File: src/rtl/execute_stage_mc.sv
// MIPS execute stage with integrated EX/MEM register: single-cycle ALU, iterative MULT/MULTU into HI/LO,
// and valid/stall/flush pipeline control.
//
// state | meaning
// IDLE  | ALU ops flow through; MULT/MULTU may start
// MUL   | one shift-add step per cycle, upstream held via stall_out
module execute_stage_mc #(
    parameter int DATA_W   = 32,
    parameter int REG_AW   = 5,
    parameter int BR_SHIFT = 2
) (
    input  logic              clk,
    input  logic              rst_n,
    input  logic              in_valid,
    input  logic              mem_stall,
    input  logic              flush,
    input  logic [1:0]        ctlwb_in,
    input  logic [1:0]        ctlm_in,
    input  logic [DATA_W-1:0] npc,
    input  logic [DATA_W-1:0] rdata1,
    input  logic [DATA_W-1:0] rdata2,
    input  logic [DATA_W-1:0] s_extend,
    input  logic [REG_AW-1:0] instr_2016,
    input  logic [REG_AW-1:0] instr_1511,
    input  logic [1:0]        alu_op,
    input  logic [5:0]        funct,
    input  logic              alusrc,
    input  logic              regdst,
    output logic              out_valid,
    output logic [1:0]        ctlwb_out,
    output logic [1:0]        ctlm_out,
    output logic [DATA_W-1:0] adder_out,
    output logic [DATA_W-1:0] alu_result_out,
    output logic              zero_out,
    output logic [DATA_W-1:0] rdata2_out,
    output logic [REG_AW-1:0] muxout_out,
    output logic              stall_out
);

    localparam logic [5:0] F_ADD   = 6'b100000;
    localparam logic [5:0] F_SUB   = 6'b100010;
    localparam logic [5:0] F_AND   = 6'b100100;
    localparam logic [5:0] F_OR    = 6'b100101;
    localparam logic [5:0] F_SLT   = 6'b101010;
    localparam logic [5:0] F_MULT  = 6'b011000;
    localparam logic [5:0] F_MULTU = 6'b011001;
    localparam logic [5:0] F_MFHI  = 6'b010000;
    localparam logic [5:0] F_MFLO  = 6'b010010;
    localparam int         CW      = $clog2(DATA_W + 1);

    typedef enum logic {IDLE, MUL} state_t;

    state_t                state, state_nxt;
    logic [CW-1:0]         cnt, cnt_nxt;
    logic [2*DATA_W-1:0]   prod, prod_nxt;
    logic [DATA_W-1:0]     mcand, mcand_nxt;
    logic                  neg, neg_nxt;
    logic [DATA_W-1:0]     hi, hi_nxt, lo, lo_nxt;

    logic [DATA_W-1:0]     op_b;
    logic [DATA_W-1:0]     result;
    logic                  is_mul, mul_signed;
    logic                  accept;
    logic [DATA_W-1:0]     abs_a, abs_b;
    logic [DATA_W:0]       step_sum;
    logic [2*DATA_W-1:0]   step_prod;
    logic [2*DATA_W-1:0]   final_prod;

    assign op_b      = alusrc ? s_extend : rdata2;
    assign stall_out = (state == MUL) | mem_stall;
    assign accept    = in_valid & ~stall_out & ~flush;

    always_comb begin
        result     = '0;
        is_mul     = 1'b0;
        mul_signed = 1'b0;
        case (alu_op)
            2'b00: result = rdata1 + op_b;
            2'b01: result = rdata1 - op_b;
            2'b10: begin
                case (funct)
                    F_ADD:   result = rdata1 + op_b;
                    F_SUB:   result = rdata1 - op_b;
                    F_AND:   result = rdata1 & op_b;
                    F_OR:    result = rdata1 | op_b;
                    F_SLT:   result = {{(DATA_W-1){1'b0}}, ($signed(rdata1) < $signed(op_b))};
                    F_MULT:  begin is_mul = 1'b1; mul_signed = 1'b1; end
                    F_MULTU: is_mul = 1'b1;
                    F_MFHI:  result = hi;
                    F_MFLO:  result = lo;
                    default: result = '0;
                endcase
            end
            default: result = '0;
        endcase
    end

    // Signed multiply runs unsigned on magnitudes; the sign is reapplied on the final step.
    assign abs_a      = (mul_signed && rdata1[DATA_W-1]) ? -rdata1 : rdata1;
    assign abs_b      = (mul_signed && op_b[DATA_W-1])   ? -op_b   : op_b;
    assign step_sum   = {1'b0, prod[2*DATA_W-1:DATA_W]} + (prod[0] ? {1'b0, mcand} : '0);
    assign step_prod  = {step_sum, prod[DATA_W-1:1]};
    assign final_prod = neg ? -step_prod : step_prod;

    always_comb begin
        state_nxt = state;
        cnt_nxt   = cnt;
        prod_nxt  = prod;
        mcand_nxt = mcand;
        neg_nxt   = neg;
        hi_nxt    = hi;
        lo_nxt    = lo;
        if (flush) begin
            state_nxt = IDLE;
            cnt_nxt   = '0;
        end else begin
            case (state)
                IDLE: begin
                    if (accept && is_mul) begin
                        state_nxt = MUL;
                        cnt_nxt   = CW'(DATA_W);
                        mcand_nxt = abs_a;
                        prod_nxt  = {{DATA_W{1'b0}}, abs_b};
                        neg_nxt   = mul_signed & (rdata1[DATA_W-1] ^ op_b[DATA_W-1]);
                    end
                end
                MUL: begin
                    prod_nxt = step_prod;
                    cnt_nxt  = cnt - CW'(1);
                    if (cnt == CW'(1)) begin
                        {hi_nxt, lo_nxt} = final_prod;
                        state_nxt        = IDLE;
                    end
                end
                default: state_nxt = IDLE;
            endcase
        end
    end

    always_ff @(posedge clk or negedge rst_n) begin
        if (!rst_n) begin
            state <= IDLE;
            cnt   <= '0;
            prod  <= '0;
            mcand <= '0;
            neg   <= 1'b0;
            hi    <= '0;
            lo    <= '0;
        end else begin
            state <= state_nxt;
            cnt   <= cnt_nxt;
            prod  <= prod_nxt;
            mcand <= mcand_nxt;
            neg   <= neg_nxt;
            hi    <= hi_nxt;
            lo    <= lo_nxt;
        end
    end

    // EX/MEM register: flush beats mem_stall hold, which beats a new load.
    always_ff @(posedge clk or negedge rst_n) begin
        if (!rst_n) begin
            out_valid      <= 1'b0;
            ctlwb_out      <= '0;
            ctlm_out       <= '0;
            adder_out      <= '0;
            alu_result_out <= '0;
            zero_out       <= 1'b0;
            rdata2_out     <= '0;
            muxout_out     <= '0;
        end else if (flush) begin
            out_valid <= 1'b0;
            ctlwb_out <= '0;
            ctlm_out  <= '0;
        end else if (mem_stall) begin
            out_valid <= out_valid;
        end else if (accept) begin
            out_valid      <= 1'b1;
            ctlwb_out      <= is_mul ? 2'b00 : ctlwb_in;
            ctlm_out       <= is_mul ? 2'b00 : ctlm_in;
            adder_out      <= npc + (s_extend << BR_SHIFT);
            alu_result_out <= result;
            zero_out       <= (result == '0);
            rdata2_out     <= rdata2;
            muxout_out     <= regdst ? instr_1511 : instr_2016;
        end else begin
            out_valid <= 1'b0;
            ctlwb_out <= '0;
            ctlm_out  <= '0;
        end
    end

endmodule

File: config.mk
export PLATFORM = sky130hd
export DESIGN_NAME = execute_stage_mc
export DESIGN_NICKNAME = d
export VERILOG_FILES = /design/src/rtl/execute_stage_mc.sv
export SDC_FILE = /design/constraint.sdc
export NUM_CORES = 1
export LEC_CHECK = 0
export ABC_AREA = 1
export ABC_CLOCK_PERIOD_IN_PS = 3260
export CAP_MARGIN = 20
export CORE_MARGIN = 2
export CORE_UTILIZATION = 59
export CTS_CLUSTER_DIAMETER = 30
export DETAILED_ROUTE_END_ITERATION = 6
export PLACE_DENSITY = 0.91
export SLEW_MARGIN = 20
export SYNTH_ARGS = -nofsm -noshare
export SYNTH_HDL_FRONTEND = slang
export SYNTH_SLANG_ARGS = --single-unit
File: constraint.sdc
create_clock -name clk -period 3.26 [get_ports clk]
set_clock_uncertainty 0.05 [all_clocks]
set_input_delay 0.489 -clock clk [delete_from_list [all_inputs] [get_ports clk]]
set_output_delay 0.489 -clock clk [all_outputs]
set_load 0.05 [all_outputs]
==> reports/metrics.yaml, run 1 <==
yosysTopAreaCellShare_pct: 27.01
start_util_pct: 59.41
ios: 265
htreeDepth: 2
status: "aborted with a tool error"
netlist_area_mm2: 0.02548
synth_edf_count: 0
io_buffers: 264
overflow: 1177
worst_endpoint_kind: "sequential cell input"
cts_inserted_buffers: 60
die_w_um: 211.8
synth_cells: 4027
synthDistinctLibCells: 59
grt.total_usage_pct: 91.01
synthTopCellsByArea: "dfrtp_1 27%, nand2_1 19%, ha_1 9.0%, inv_1 7.6%, o21ai_0 6.0%"
yosysSeqAreaShare_pct: 27.01
async_flop_share_pct: 100.0
tool.error: "[ERROR GRT-0232] Routing congestion too high. Check the congestion heatmap in the GUI."
postCtsSetupRepairBufs: 0
synth_flop_cell: "dfrtp_1"
clockBufferDepth: 3
syn_nets: 4372
synth_top_area_cell: "dfrtp_1"
worst_endpoint: "hi[29]$_DFFE_PN0P_/D"
synth_common_cells: "1,307 x nand2_1, 514 x inv_1, 344 x nor2_1"
num_rows: 76
lastStage: "global routing"
dp_hpwl_um: 81700
synth.most_common_cell: "nand2_1"
synth_seq_cells: 275
grt_max_degree: 142
die_h_um: 211.8
syn_avg_cell_area_um2: 6.327
clkSinkCount: 275
clock-root-buffer: "clkbuf_16"
ys_warn_count: 0
gp_congestion: 1.215
## stage by stage
step	cell area [µm²]	setup slack, ns	std cells	hold slack, ns
2_1_floorplan	25480	0.1328	4027	0.1434
3_3_place_gp	31770	-0.4426	5194	0.4048
3_5_place_dp	31770	-0.5938	5194	0.4131
4_1_cts	34050	0.0001146	5309	0.3655
## cell families after synthesis
group,Yosys count,share of synthesized area [%]
buffers and inverters,656,10.03
AND/OR/NAND/NOR,2154,35.62
AO/OA/AOI/OAI,642,14.14
flip-flops,275,27.01
adder cells (fa/ha/maj),188,9.350
XOR/XNOR,112,3.850
## timing repair
action                                 4_1_cts
endpoints found under the hold margin       80
hold buffers                                 1
setup endpoints to repair                   17
resized for setup                           25
pin swaps                                    3
## metal layers
| metal | global-route usage, % | overflow |
|---|---|---|
| met5 | 64.18 | 9 |
| met4 | 98.06 | 361 |
| met3 | 82.26 | 70 |
| met2 | 102.4 | 674 |
| met1 | 86.65 | 63 |
==> run 2, diff against run 1 <==
--- a/config.mk
+++ b/config.mk
@@ -9,10 +9,9 @@
 export ABC_CLOCK_PERIOD_IN_PS = 3260
 export CAP_MARGIN = 20
 export CORE_MARGIN = 2
-export CORE_UTILIZATION = 59
-export CTS_CLUSTER_DIAMETER = 30
+export CORE_UTILIZATION = 40
 export DETAILED_ROUTE_END_ITERATION = 6
-export PLACE_DENSITY = 0.91
+export PLACE_DENSITY_LB_ADDON = 0.15
 export SLEW_MARGIN = 20
 export SYNTH_ARGS = -nofsm -noshare
 export SYNTH_HDL_FRONTEND = slang
==> run 2 against run 1 <==
Area after synthesis did not move. The flow now finishes without violations. Synthesized cell count is the same.
==> reports/metrics.yaml, run 2 <==
status: "finished clean"
yosysSeqAreaShare_pct: 27.01
synth_cells: 4027
avgRoutedWirePerCell_um: 20.08
die_h_um: 256.4
final_cell_count_no_fill: 5737
max_stage_delay_ns: 0.45
drv_slew: 0
grt_first_pass_wirelength_um: 171600
crit_path_end_kind: "register"
tightest_slew_ns: 1.047
top_register: "prod"
cp_cell_sequence: "clkdlybuf4s50_1, inv_1, o21ai_0, buf_4, inv_1, buf_4, ha_1, nand2_1, nand2_1, nand2_1, nand2_1, inv_1, buf_4, nand3_1, nand3_1, nand2_1, nand3b_1, nand2_1, nand3_1, nor2_2, nand3_2, nor2_4, nand3_1, nand2_1"
ios: 265
wl_um: 115200
grt.total_usage_pct: 34.20
avgViaCountPerCell: 5.155
slowest_stage: "clkdlybuf4s50_1"
largest_reg_flops: 64
fmax_ghz: 0.3143
htreeDepth: 2
final_hold_viol_count: 0
dieArea_mm2: 0.06573
cp.arrival_ns: 3.63
dp_hpwl_um: 95620
synthTopCellsByArea: "dfrtp_1 27%, nand2_1 19%, ha_1 9.0%, inv_1 7.6%, o21ai_0 6.0%"
maxCapViolCount: 0
syn_to_final_growth_pct: 42.50
start_util_pct: 40.39
nets: 5207
grt_pass1_vias: 28420
drive_above_1_share_pct: 22.09
place_inst: 5658
critPathTopFamily: "simple AND/OR/NAND/NOR gates"
syn_avg_cell_area_um2: 6.327
routedLengthMet1_um: 52400
critPathRequiredTime_ns: 3.71
synth.most_common_cell: "nand2_1"
synth_top_area_cell: "dfrtp_1"
synthDistinctLibCells: 59
min_period_ns: 3.182
powerDensity_mw_per_mm2: 403.9
die_w_um: 256.4
overflow: 0
syn_nets: 4372
vias: 29580
top_layer: "met5"
yosysTopAreaCellShare_pct: 27.01
wl_met2_um: 50820
final_cell_mix: "1,252 x nand2_1, 622 x buf_4, 501 x inv_1"
synth_common_cells: "1,307 x nand2_1, 514 x inv_1, 344 x nor2_1"
gp_congestion: 1.025
slew_headroom_pct: 29.93
cts_tree: "built"
critPathKind: "in2reg"
drc: 0
clkSinkCount: 275
clock_latency_ns: 0.57
ir_drop_uv: 499.3
path_buf_inv: 7
timing.final.crit_share_pct: 97.61
io_buffers: 264
ys_warn_count: 0
antenna_found_initial: 2
synth_edf_count: 0
async_flop_share_pct: 100.0
cts_inserted_buffers: 35
crit_fanout: 4
clock-root-buffer: "clkbuf_16"
fp.coreArea_mm2: 0.06308
met3WireLength_um: 7431
hold_path_class: "in2reg"
grt_max_degree: 113
leakage_uw: 0.01892
first_pass_iters: 6
startpoint_type: "input pin"
netlist_area_mm2: 0.02548
total_power_uw: 14670
synth_seq_cells: 275
synth_flop_cell: "dfrtp_1"
crit_top_cell: "nand2_1"
ant_nets: 0
num_rows: 92
drt-initial-drc-count: 2430
setup_viol: 0
path_clk_slew_ns: 0.06
clockBufferDepth: 3
layout_commonest_cell: "nand2_1"
rsz0062_at_grt: "true"
[run 2: cell counts after synthesis]
Identical to the previous run, type by type.
[run 2: area by class of cell]
class,instances,area [µm²]
clock buffer,46,978.4
clock inverter,18,219.0
antenna,2,5.005
fill,6346,26770
multi-input combinational,3096,17230
timing repair buffer,919,7918
tap,846,1059
inverter,535,2013
sequential,275,6883
[run 2: timing repair]
action / in CTS / in global routing
hold buffers: 1 / 0
setup buffers: 0 / 12
pin swaps: 1 / 49
resized for setup: 14 / 294
endpoints found under the hold margin: 45 / 0
setup endpoints to repair: 8 / 31
[run 2: path summary, 6_finish.rpt]
check,start,endpoint,slack (ns),cells after the start
max,rdata2[4],zero_out,0.08,24
min,s_extend[0],adder_out[2],0.38,4
max reg2reg,prod[0],hi[28],0.14,20
min reg2reg,rdata2_out[22],rdata2_out[22],0.43,2
max in group asynchronous,rst_n,adder_out[28],1.98,3
min in group asynchronous,rst_n,prod[38],0.40,2
[run 2: power by group]
part / internal [µW] / leakage [µW] / switching, µW
Clock: 2450 / 0.000585 / 1680
Combinational: 2510 / 0.0149 / 3870
Sequential: 3840 / 0.00344 / 323
Total: 8800 / 0.0189 / 5870
[run 2: kinds of logic after synthesis]
| group | Yosys count | share of synthesized area, % |
|---|---|---|
| buffers and inverters | 656 | 10.03 |
| AO/OA/AOI/OAI | 642 | 14.14 |
| AND/OR/NAND/NOR | 2154 | 35.62 |
| flip-flops | 275 | 27.01 |
| adder cells (fa/ha/maj) | 188 | 9.350 |
| XOR/XNOR | 112 | 3.850 |
[run 2: routing by layer]
layer	up-vias	global-route usage, %
met4	4	11.82
met3	185	4.854
met5	-	0
met1	13860	47.16
li1	14570	-
met2	955	54.76
[run 2: worst min-delay path: cells and delay by family]
kind | cells | cell delay [ns]
buf+inv | 1 | 0.11
simple gates | 2 | 0.13
fa+ha+maj | 1 | 0.23
[run 2: through the flow]
stage / cell area (µm²) / utilization, % / hold WS (ns) / setup TNS [ns] / setup slack, ns
floorplan: 25480 / - / 0.1434 / 0 / 0.1328
global placement: 33770 / 53.54 / 0.3941 / -9.150 / -0.8522
detailed placement: 33770 / 53.54 / 0.3970 / -10.01 / -0.8536
global route: 36300 / 57.55 / 0.4250 / -0.1371 / -0.05032
finish: 36310 / 57.56 / 0.3844 / 0 / 0.07799
CTS: 35030 / 55.53 / 0.3885 / -0.01701 / -0.01701
(Power assumes the default switching activity.)
